[config.mk]
export PLATFORM = sky130hd
export DESIGN_NAME = cpu_io_bridge
export DESIGN_NICKNAME = d
export VERILOG_FILES = /design/src/rtl/cpu_io_pkg.sv /design/src/rtl/strobe_filter.sv /design/src/rtl/cpu_io_bridge.sv
export SDC_FILE = /design/constraint.sdc
export NUM_CORES = 1
export LEC_CHECK = 0
export ABC_AREA = 1
export CORE_ASPECT_RATIO = 1.75
export CORE_MARGIN = 2
export CORE_UTILIZATION = 50
export CTS_BUF_LIST = sky130_fd_sc_hd__clkbuf_8 sky130_fd_sc_hd__clkbuf_16
export CTS_CLUSTER_SIZE = 16
export DETAILED_ROUTE_END_ITERATION = 16
export GPL_ROUTABILITY_DRIVEN = 0
export PLACE_DENSITY = 0.75
export SYNTH_ARGS = -nofsm -noshare
export SYNTH_HDL_FRONTEND = slang
export SYNTH_SLANG_ARGS = --single-unit
[constraint.sdc]
create_clock -name clk_w -period 2.2 [get_ports clk_w]
set_input_delay 0.33 -clock clk_w [delete_from_list [all_inputs] [get_ports clk_w]]
set_output_delay 0.33 -clock clk_w [all_outputs]
set_load 0.03 [all_outputs]
[src/rtl/cpu_io_pkg.sv]
// ---------------------------------------------------------------------------
// cpu_io_pkg
// Shared types and constants for the CPU I/O bridge.
//   state_t      : request FSM states
//   wr_entry_t   : one queued CPU write (address + data) at default widths
//   FILTER_CNT_W : width of the strobe filter run-length counter
// ---------------------------------------------------------------------------
package cpu_io_pkg;

    localparam int ADDR_W_DEF   = 2;
    localparam int DATA_W_DEF   = 8;
    localparam int FILTER_CNT_W = 4;

    typedef enum logic [1:0] {
        IDLE   = 2'd0,
        WR_REQ = 2'd1,
        RD_REQ = 2'd2
    } state_t;

    typedef struct packed {
        logic [ADDR_W_DEF-1:0] addr;
        logic [DATA_W_DEF-1:0] data;
    } wr_entry_t;

endpackage

[src/rtl/strobe_filter.sv]
// ---------------------------------------------------------------------------
// strobe_filter
// Brings one asynchronous active-low CPU strobe into the clk_w domain and
// deglitches it. The filtered output follows the synchronised input only
// after FILTER_LEN consecutive samples that differ from the current output.
// Ports:
//   clk_w     : system clock
//   reset_n_w : asynchronous active-low reset (output resets to 1)
//   raw_n     : raw asynchronous strobe
//   filt_n    : synchronised, filtered strobe
// ---------------------------------------------------------------------------
module strobe_filter
    import cpu_io_pkg::*;
#(
    parameter int FILTER_LEN = 3
) (
    input  logic clk_w,
    input  logic reset_n_w,
    input  logic raw_n,
    output logic filt_n
);

    localparam logic [FILTER_CNT_W-1:0] LAST_CNT = FILTER_CNT_W'(FILTER_LEN - 1);

    logic                    sync_1;
    logic                    sync_2;
    logic [FILTER_CNT_W-1:0] run_cnt;

    always_ff @(posedge clk_w or negedge reset_n_w) begin
        if (!reset_n_w) begin
            sync_1 <= 1'b1;
            sync_2 <= 1'b1;
        end else begin
            sync_1 <= raw_n;
            sync_2 <= sync_1;
        end
    end

    // run_cnt counts samples already seen that disagree with filt_n; the
    // FILTER_LEN-th disagreeing sample flips the output.
    always_ff @(posedge clk_w or negedge reset_n_w) begin
        if (!reset_n_w) begin
            filt_n  <= 1'b1;
            run_cnt <= '0;
        end else if (sync_2 == filt_n) begin
            run_cnt <= '0;
        end else if (run_cnt == LAST_CNT) begin
            filt_n  <= sync_2;
            run_cnt <= '0;
        end else begin
            run_cnt <= run_cnt + 1'b1;
        end
    end

endmodule

[src/rtl/cpu_io_bridge.sv]
// ---------------------------------------------------------------------------
// cpu_io_bridge
// Bridge between the Z80 I/O strobes and the VDP register interface.
// Strobes are synchronised and filtered, writes are queued in a FIFO and
// issued to the VDP under a req/ack handshake. A read is held back until all
// writes queued before it have been accepted.
// Ports:
//   clk_w, reset_n_w      : clock, asynchronous active-low reset
//   csr_n, csw_n          : raw CPU read / write strobes
//   addr_in, din          : raw CPU port address and write data
//   req, wrt, adr, dbo    : registered request to the VDP
//   ack, dbi              : VDP acceptance and read data
//   rd_data, rd_valid     : last read result and its validity
//   fifo_level            : number of queued writes
//   overflow              : sticky, a write was dropped on a full FIFO
//   protocol_err          : sticky, conflicting strobes or overlapping reads
//   clr_err               : synchronous clear of both sticky flags
// ---------------------------------------------------------------------------
module cpu_io_bridge
    import cpu_io_pkg::*;
#(
    parameter int ADDR_W     = 2,
    parameter int DATA_W     = 8,
    parameter int FILTER_LEN = 3,
    parameter int FIFO_DEPTH = 4
) (
    input  logic                          clk_w,
    input  logic                          reset_n_w,
    input  logic                          csr_n,
    input  logic                          csw_n,
    input  logic [ADDR_W-1:0]             addr_in,
    input  logic [DATA_W-1:0]             din,
    output logic                          req,
    output logic                          wrt,
    output logic [ADDR_W-1:0]             adr,
    output logic [DATA_W-1:0]             dbo,
    input  logic                          ack,
    input  logic [DATA_W-1:0]             dbi,
    output logic [DATA_W-1:0]             rd_data,
    output logic                          rd_valid,
    output logic [$clog2(FIFO_DEPTH):0]   fifo_level,
    output logic                          overflow,
    output logic                          protocol_err,
    input  logic                          clr_err
);

    localparam int IDX_W = $clog2(FIFO_DEPTH);
    localparam int PTR_W = IDX_W + 1;

    typedef struct packed {
        logic [ADDR_W-1:0] addr;
        logic [DATA_W-1:0] data;
    } entry_t;

    // ---------------- input conditioning ----------------
    logic              csr_f;
    logic              csw_f;
    logic              csr_prev;
    logic              csw_prev;
    logic [ADDR_W-1:0] addr_s1;
    logic [ADDR_W-1:0] addr_s2;
    logic [DATA_W-1:0] din_s1;
    logic [DATA_W-1:0] din_s2;

    strobe_filter #(.FILTER_LEN(FILTER_LEN)) u_csr_filter (
        .clk_w     (clk_w),
        .reset_n_w (reset_n_w),
        .raw_n     (csr_n),
        .filt_n    (csr_f)
    );

    strobe_filter #(.FILTER_LEN(FILTER_LEN)) u_csw_filter (
        .clk_w     (clk_w),
        .reset_n_w (reset_n_w),
        .raw_n     (csw_n),
        .filt_n    (csw_f)
    );

    always_ff @(posedge clk_w or negedge reset_n_w) begin
        if (!reset_n_w) begin
            addr_s1  <= '0;
            addr_s2  <= '0;
            din_s1   <= '0;
            din_s2   <= '0;
            csr_prev <= 1'b1;
            csw_prev <= 1'b1;
        end else begin
            addr_s1  <= addr_in;
            addr_s2  <= addr_s1;
            din_s1   <= din;
            din_s2   <= din_s1;
            csr_prev <= csr_f;
            csw_prev <= csw_f;
        end
    end

    // ---------------- edge classification ----------------
    logic wr_edge;
    logic rd_edge;
    logic rd_rise;
    logic conflict;
    logic wr_cap;
    logic rd_cap;
    logic rd_pend;

    assign wr_edge  = csw_prev & ~csw_f;
    assign rd_edge  = csr_prev & ~csr_f;
    assign rd_rise  = ~csr_prev & csr_f;
    // Both filtered strobes low covers simultaneous edges as well.
    assign conflict = ~csw_f & ~csr_f;
    assign wr_cap   = wr_edge & ~conflict;
    assign rd_cap   = rd_edge & ~conflict & ~rd_pend;

    // ---------------- write FIFO ----------------
    entry_t            fifo_mem [FIFO_DEPTH];
    logic [PTR_W-1:0]  wr_ptr;
    logic [PTR_W-1:0]  rd_ptr;
    logic              fifo_full;
    logic              fifo_empty;
    logic              push;
    logic              pop;
    entry_t            head;
    logic [PTR_W-1:0]  level_after_pop;

    assign fifo_level      = wr_ptr - rd_ptr;
    assign fifo_empty      = (wr_ptr == rd_ptr);
    assign fifo_full       = (wr_ptr[PTR_W-1] != rd_ptr[PTR_W-1]) &&
                             (wr_ptr[IDX_W-1:0] == rd_ptr[IDX_W-1:0]);
    // Fullness is taken before any same-cycle pop, so such a push is dropped.
    assign push            = wr_cap & ~fifo_full;
    assign head            = fifo_mem[rd_ptr[IDX_W-1:0]];
    assign level_after_pop = fifo_level - {{(PTR_W-1){1'b0}}, pop};

    always_ff @(posedge clk_w) begin
        if (push) begin
            fifo_mem[wr_ptr[IDX_W-1:0]] <= '{addr: addr_s2, data: din_s2};
        end
    end

    always_ff @(posedge clk_w or negedge reset_n_w) begin
        if (!reset_n_w) begin
            wr_ptr <= '0;
            rd_ptr <= '0;
        end else begin
            if (push) begin
                wr_ptr <= wr_ptr + 1'b1;
            end
            if (pop) begin
                rd_ptr <= rd_ptr + 1'b1;
            end
        end
    end

    // ---------------- read tracking and ordering barrier ----------------
    logic [PTR_W-1:0]  barrier;
    logic [ADDR_W-1:0] rd_addr;
    logic              rd_done;

    // barrier counts writes that were queued ahead of the pending read.
    always_ff @(posedge clk_w or negedge reset_n_w) begin
        if (!reset_n_w) begin
            barrier <= '0;
        end else if (rd_cap) begin
            barrier <= level_after_pop;
        end else if (rd_pend && pop && (barrier != '0)) begin
            barrier <= barrier - 1'b1;
        end
    end

    // A csr rising edge wins over a same-cycle completion: the result no
    // longer belongs to an active strobe.
    always_ff @(posedge clk_w or negedge reset_n_w) begin
        if (!reset_n_w) begin
            rd_pend  <= 1'b0;
            rd_valid <= 1'b0;
            rd_data  <= '0;
            rd_addr  <= '0;
        end else begin
            if (rd_cap) begin
                rd_pend  <= 1'b1;
                rd_valid <= 1'b0;
                rd_addr  <= addr_s2;
            end
            if (rd_done) begin
                rd_pend  <= 1'b0;
                rd_valid <= 1'b1;
                rd_data  <= dbi;
            end
            if (rd_rise) begin
                rd_valid <= 1'b0;
            end
        end
    end

    // ---------------- request FSM ----------------
    state_t            state;
    state_t            next_state;
    logic              req_nx;
    logic              wrt_nx;
    logic [ADDR_W-1:0] adr_nx;
    logic [DATA_W-1:0] dbo_nx;

    always_ff @(posedge clk_w or negedge reset_n_w) begin
        if (!reset_n_w) begin
            state <= IDLE;
            req   <= 1'b0;
            wrt   <= 1'b0;
            adr   <= '0;
            dbo   <= '0;
        end else begin
            state <= next_state;
            req   <= req_nx;
            wrt   <= wrt_nx;
            adr   <= adr_nx;
            dbo   <= dbo_nx;
        end
    end

    // Request fields are loaded on leaving IDLE and held until ack; every
    // ack returns to IDLE, which guarantees a req-low cycle between requests.
    always_comb begin
        next_state = state;
        req_nx     = req;
        wrt_nx     = wrt;
        adr_nx     = adr;
        dbo_nx     = dbo;
        pop        = 1'b0;
        rd_done    = 1'b0;
        case (state)
            IDLE: begin
                if (rd_pend && (barrier == '0)) begin
                    next_state = RD_REQ;
                    req_nx     = 1'b1;
                    wrt_nx     = 1'b0;
                    adr_nx     = rd_addr;
                    dbo_nx     = '0;
                end else if (!fifo_empty) begin
                    next_state = WR_REQ;
                    req_nx     = 1'b1;
                    wrt_nx     = 1'b1;
                    adr_nx     = head.addr;
                    dbo_nx     = head.data;
                end
            end
            WR_REQ: begin
                if (ack) begin
                    pop        = 1'b1;
                    next_state = IDLE;
                    req_nx     = 1'b0;
                    wrt_nx     = 1'b0;
                end
            end
            RD_REQ: begin
                if (ack) begin
                    rd_done    = 1'b1;
                    next_state = IDLE;
                    req_nx     = 1'b0;
                end
            end
            default: begin
                next_state = IDLE;
                req_nx     = 1'b0;
                wrt_nx     = 1'b0;
            end
        endcase
    end

    // ---------------- sticky error flags ----------------
    logic wr_drop;
    logic proto_evt;

    assign wr_drop   = wr_cap & fifo_full;
    assign proto_evt = conflict | (rd_edge & ~conflict & rd_pend);

    // A new event in the clear cycle keeps the flag set.
    always_ff @(posedge clk_w or negedge reset_n_w) begin
        if (!reset_n_w) begin
            overflow     <= 1'b0;
            protocol_err <= 1'b0;
        end else begin
            if (clr_err) begin
                overflow     <= 1'b0;
                protocol_err <= 1'b0;
            end
            if (wr_drop) begin
                overflow <= 1'b1;
            end
            if (proto_evt) begin
                protocol_err <= 1'b1;
            end
        end
    end

endmodule

==> results.yml, run 1 <==
status:
  outcome: "completed"
sta:
  period_share: 0.967
  finalHoldViolations: 0
  tns_ns: 0
  period_minus_slack_ns: 2.13
  setup_viol: 0
  clock_skew_ns: 0.00700
  tightest_slew_ns: 0.628
  max_freq_mhz: 470
  slew_viol_final: 0
  relSlewSlack: 0.581
  setup_slack_ns: 0.0715
cells_and_area:
  mostFrequentLayoutCells: "nand2_1, dfrtp_1, clkdlybuf4s50_1"
  antennaDiodeCount: 0
  area_delta_synth_final_pct: 29.2
  final_util: 0.656
  drive_above_1_share: 0.160
  mostFrequentLayoutCell: "nand2_1"
  layout.nets: 517
placement:
  placement.io_buffers: 49
  place_ws_ns: 0.271
  dp_hpwl_um: 5760
worst_setup_path:
  required_ns: 1.87
  startpoint_type: "flip-flop"
  worst-path-max-fanout: 4
  crit_type: "flip-flop to output port"
  arrival_ns: 1.80
  end_kind: "output port"
cts:
  cts_buffer_depth: 2
  numClockSinks: 113
  worstSkewPairLatency_ns: 0.41
  path_clk_slew_ns: 0.05
  cts_tree: "built"
  numCtsBuffers: 17
  root_buffer: "clkbuf_16"
  h-tree-depth: 4
power:
  ir_drop_mv: 1.30
  p_per_area_nw_per_um2: 1610
  p_leak_nw: 2.59
floorplan:
  io_pins: 50
  rows: 46
  die-width_um: 76.2
  start_util: 0.508
  die_area_um2: 9920
  die_y_um: 130
  core_area_um2: 8980
synth:
  syn_nets: 443
  synthXorXnorAreaFrac: 0.0192
  synthAdderAreaFrac: 0.0538
  synth-compound-area-share: 0.0530
  netlist_area_um2: 4560
  avgSynthCellArea_um2: 11.4
  synthDistinctLibCells: 30
  syn_inst: 400
  ys_warn_count: 0
  ys_ff_latch: 113
  synth-seq-area-share: 0.667
  synth_top_family_by_area: "simple AND/OR/NAND/NOR gates"
  synth-simple-area-share: 0.169
  synthMuxAreaShare: 0
drt:
  vias_per_cell: 4.94
  drc: 0
  routed_wl_um: 8520
  avgRoutedWirePerCell_um: 14.0
  vias: 3000
  ant_nets: 0
  drtIter0Drc: 162
  firstDrtPassIters: 4
grt:
  grt-ovfl-total: 0
  grt_usage: 0.186
  grt_pass1_vias: 3082
  grt_max_degree: 47
  antenna_found_initial: 0
  grt_pass1_wl_um: 14000
hold_path:
  hold_class: "input pin to async pin"
run:
  cap_violations: 0
[area by class of cell]
type,count,area (um^2)
timing repair buffer,61,588
fill,686,3090
clock inverter,15,193
tap,120,150
clock buffer,17,425
inverter,38,148
sequential,113,3040
multi-input combinational,243,1350
[logic make-up (layout without fill, tap and decap cells)]
kind of cell    after synthesis  count (layout)
compound gates               43              43
fa+ha+maj                    19              19
simple gates                171             171
flops                       113             113
buf+inv                      44             131
xor+xnor                     10              10
[stage by stage]
step | hold slack [ns] | total power, mW | std cells | instance area, um^2
floorplan | 0.0344 | 5.46 | 400 | 4560
global placement | 0.191 | 6.48 | 571 | 5230
detailed placement | 0.194 | 6.61 | 571 | 5230
CTS | 0.311 | 9.50 | 605 | 5870
global route | 0.326 | 10.0 | 607 | 5890
finish | 0.324 | 9.47 | 607 | 5890
[repair_timing]
action                                 in CTS  in global routing
hold buffers                                1                  0
buffers inserted                            1                  2
setup endpoints to repair                   2                  1
endpoints found under the hold margin       7                  0
resized for setup                           3                  2
[registers in the layout, summed over array words and instances, names as in the netlist, 2 cells and up]
| signal | flops |
|---|---|
| addr_s2 | 2 |
| rd_addr | 2 |
| rd_ptr | 3 |
| fifo_mem | 40 |
| rd_data | 8 |
| state | 2 |
| wr_ptr | 3 |
| dbo | 8 |
| u_csw_filter.run_cnt | 4 |
| din_s2 | 8 |
| adr | 2 |
| din_s1 | 8 |
| u_csr_filter.run_cnt | 4 |
| addr_s1 | 2 |
| barrier | 3 |
[synth_stat cells]
library cell / count / share of area
inv_6: 1 / 0.0019
o21ai_1: 4 / 0.0044
a31oi_1: 1 / 0.0014
nor3_4: 1 / 0.0036
xnor2_1: 2 / 0.0038
o22ai_1: 9 / 0.012
nand3_1: 18 / 0.020
inv_2: 4 / 0.0033
fa_1: 1 / 0.0044
dfstp_2: 8 / 0.046
o211ai_1: 1 / 0.0016
a21oi_1: 4 / 0.0044
o21ai_0: 23 / 0.025
clkbuf_1: 3 / 0.0025
nand2_1: 98 / 0.081
nand2_4: 5 / 0.012
nor2_4: 4 / 0.0099
nand2_2: 2 / 0.0027
buf_2: 3 / 0.0033
inv_1: 32 / 0.026
edfxtp_1: 40 / 0.26
a21oi_4: 1 / 0.0036
nor2_1: 36 / 0.030
clkinv_1: 1 / 0.00082
nand4_1: 2 / 0.0027
nor2_2: 4 / 0.0055
dfrtp_1: 65 / 0.36
nand3_2: 1 / 0.0022
ha_1: 18 / 0.049
xor2_1: 8 / 0.015
[metal layers]
layer,vias to the layer above,GRT usage,wire length [um]
met2,70,0.335,4640
met3,24,0.0622,338
li1,1453,-,-
met1,1453,0.188,3250
met4,0,0.109,285
met5,-,0,0
[final timing paths]
check	from	end	cells past startpoint	slack, ns
worst max-delay path	wr_ptr[0]$_DFFE_PN0N_	fifo_level[2]	8	0.07
worst max register to register	wr_ptr[0]$_DFFE_PN0N_	barrier[1]$_DFFE_PN0P_	9	0.32
min in group clk_w	csr_n	u_csr_filter.sync_1$_DFF_PN1_	1	0.33
max in group asynchronous	reset_n_w	u_csw_filter.sync_1$_DFF_PN1_	3	1.32
worst min register to register	addr_s1[0]$_DFF_PN0_	addr_s2[0]$_DFF_PN0_	0	0.35
worst min-delay path	reset_n_w	rd_data[4]$_DFFE_PN0P_	2	0.32
[critical path: stages (launching register included)]
cell and delay [ns]:
dfrtp_1 0.38, inv_2 0.09, ha_1 0.15, inv_1 0.06, fa_2 0.37, inv_2 0.07, nand2_1 0.07, nand2_1 0.08
buf_6 0.13
[report_power, final]
group / total, mW / internal (mW) / switching (mW)
Combinational: 3.55 / 1.31 / 2.24
Clock: 2.83 / 1.88 / 0.945
Sequential: 3.09 / 2.76 / 0.327
Power figures use the tool's default switching activity.
==> run 2: changes to the inputs <==
--- a/config.mk
+++ b/config.mk
@@ -6,7 +6,6 @@
 export NUM_CORES = 1
 export LEC_CHECK = 0
 export ABC_AREA = 1
-export CORE_ASPECT_RATIO = 1.75
 export CORE_MARGIN = 2
 export CORE_UTILIZATION = 50
 export CTS_BUF_LIST = sky130_fd_sc_hd__clkbuf_8 sky130_fd_sc_hd__clkbuf_16
==> results.yml, run 2 (synthesized netlist as in run 1, its figures left out) <==
power:
  swShare: 0.386
  combinationalPowerShare: 0.410
  pwr-share-clk: 0.268
  p_leak_nw: 2.64
  total_power_mw: 9.66
  p_int_mw: 5.93
  p_sw_mw: 3.73
  p_per_area_nw_per_um2: 1620
  ir_drop_mv: 0.601
  pwr-share-seq: 0.322
worst_setup_path:
  arrival_ns: 1.92
  crit_family: "adder cells"
  startpoint_type: "flip-flop"
  slowest_stage: "dfrtp_1"
  reg2reg_from: "wr_ptr[0]$_DFFE_PN0N_"
  required_ns: 1.87
  crit_type: "flip-flop to output port"
  end_kind: "output port"
  crit_chain: "inv_2 > ha_4 > inv_2 > fa_2 > buf_6 > nand3_4 > nand2_2 > buf_6"
  r2r-end: "barrier[2]$_DFFE_PN0P_"
  reg2reg_depth: 17
  worst-path-max-fanout: 3
  cpPeakStageDelay_ns: 0.38
  critPathBufInv: 4
  ff2ff_setup_slack_ns: -0.03
  critPathLaunch: "wr_ptr[0]$_DFFE_PN0N_"
hold_path:
  hp-start: "csr_n"
  hold_class: "input pin to flip-flop"
  min_path_cells: 1
  hold_end: "u_csr_filter.sync_1$_DFF_PN1_"
grt:
  grt_max_degree: 44
  antenna_found_initial: 0
  grt_usage: 0.199
  grt_pass1_wl_um: 15000
  grt-ovfl-total: 0
  grt_pass1_vias: 3101
cells_and_area:
  fillCellCount: 599
  drive_above_1_share: 0.195
  mostFrequentLayoutCell: "nand2_1"
  multiInputGateArea_um2: 1400
  antennaDiodeCount: 0
  mostFrequentLayoutCells: "nand2_1, dfrtp_1, clkdlybuf4s50_1"
  area_delta_synth_final_pct: 30.6
  layout.nets: 527
  fin_area_um2: 5950
  ff_latch_area_um2: 3040
  largest_reg_flops: 40
status:
  failed_checks: "setup timing"
  outcome: "complete, but fails checks"
drt:
  ant_nets: 0
  firstDrtPassIters: 6
  drtIter0Drc: 245
  vias_per_cell: 5.17
  vias: 3127
  avgRoutedWirePerCell_um: 15.8
  drc: 0
  routed_wl_um: 9540
cts:
  cts_buffer_depth: 2
  cts_tree: "built"
  numClockSinks: 113
  root_buffer: "clkbuf_8"
  h-tree-depth: 4
  path_clk_slew_ns: 0.06
  worstSkewPairLatency_ns: 0.51
  numCtsBuffers: 17
sta:
  slew_viol_final: 0
  setup_viol: 2
  tightest_slew_ns: 0.620
  finalHoldViolations: 0
  clock_skew_ns: 0.0139
  tns_ns: -0.0777
  setup_slack_ns: -0.0491
  rsz0062_at_grt: "true"
  period_minus_slack_ns: 2.25
  relSlewSlack: 0.586
  period_share: 1.02
  max_freq_mhz: 445
placement:
  placed_cell_area_um2: 5220
  dp_hpwl_um: 5760
  placement.io_buffers: 49
floorplan:
  die_y_um: 99.5
  core_area_um2: 8760
  start_util: 0.520
  die-width_um: 99.5
  io_pins: 50
  rows: 34
  die_area_um2: 9890
run:
  cap_violations: 0
[run 2: changes by cell type in the layout (fill, tap and decap cells not counted), sizes merged]
| cell | change |
|---|---|
| clkbuf | +3 |
| clkinv | -2 |
| buf | +10 |
| inv | +4 |
| bufinv | -3 |
| clkinvlp | -2 |
[run 2: timing repair]
| action | CTS | global route |
|---|---|---|
| hold buffers | 1 | 0 |
| endpoints found under the setup margin | 3 | 3 |
| pin swaps | 2 | 6 |
| gates resized for setup | 11 | 8 |
| buffers inserted | 9 | 3 |
| hold endpoints to repair | 32 | 0 |
[run 2: worst max-delay path by stage]
| stage | endpoint | cells past startpoint | slack [ns] |
|---|---|---|---|
| 3_3_place_gp | barrier[1]$_DFFE_PN0P_ | 8 | 0.33 |
| 4_1_cts | fifo_level[2] | 8 | 0.002 |
| 2_1_floorplan | fifo_mem[0][0]$_DFFE_PP_ | 8 | 0.03 |
| 5_1_grt | fifo_level[2] | 8 | -0.1 |
| 3_5_place_dp | barrier[1]$_DFFE_PN0P_ | 9 | 0.28 |
| 6_report | fifo_level[2] | 8 | -0.05 |
[run 2: area by class of cell]
type / instances / area share
clock inverters: 12 / 0.0179
clock buffers: 20 / 0.0784
repair buffers: 71 / 0.112
flip-flops and latches: 113 / 0.510
well taps: 108 / 0.0227
multi-input cells: 243 / 0.234
inverters: 38 / 0.0248
[run 2: metrics by stage]
stage	hold slack (ns)	utilization	std cells	setup WS, ns
after floorplan	0.0344	-	400	0.0255
after global placement	0.334	0.595	560	0.328
after detailed placement	0.336	0.595	560	0.276
after CTS	0.204	0.673	602	0.00189
after global routing	0.219	0.679	605	-0.0982
final	0.216	0.679	605	-0.0491
[run 2: routing by layer]
| metal | vias up | share of wire | GRT usage |
|---|---|---|---|
| met2 | 126 | 0.50 | 0.309 |
| met3 | 21 | 0.055 | 0.0443 |
| met5 | - | 0 | 0 |
| met1 | 1501 | 0.43 | 0.260 |
| met4 | 0 | 0.018 | 0.113 |
| li1 | 1479 | - | - |
[run 2: worst register-to-register path: stages (launching register included)]
cell and delay, ns:
dfrtp_1 0.38, inv_2 0.08, ha_4 0.13, inv_2 0.04, fa_2 0.38, inv_2 0.09
buf_6 0.09, buf_4 0.09, buf_4 0.09, buf_4 0.09, buf_4 0.09, buf_4 0.09
buf_4 0.09, nand3_2 0.07, nand3_2 0.10, nand3_2 0.06, nand2_2 0.08, nand2_1 0.06
[run 2: power by group through the flow]
stage          sequential [mW]  combinational (mW)  clock [mW]
2_1_floorplan             3.47                2.00           0
3_5_place_dp              3.13                3.46           0
5_1_grt                   3.18                4.29        2.73
6_report                  3.11                3.96        2.59
3_3_place_gp              3.09                3.39           0
4_1_cts                   3.10                3.74        2.62
==> run 3: changes to the inputs <==
--- a/config.mk
+++ b/config.mk
@@ -12,6 +12,7 @@
 export CTS_CLUSTER_SIZE = 16
 export DETAILED_ROUTE_END_ITERATION = 16
 export GPL_ROUTABILITY_DRIVEN = 0
+export HOLD_SLACK_MARGIN = 0.15
 export PLACE_DENSITY = 0.75
 export SYNTH_ARGS = -nofsm -noshare
 export SYNTH_HDL_FRONTEND = slang
==> results of run 3 <==
Same layout as run 2: the final DEF is identical, and so are final timing and power.
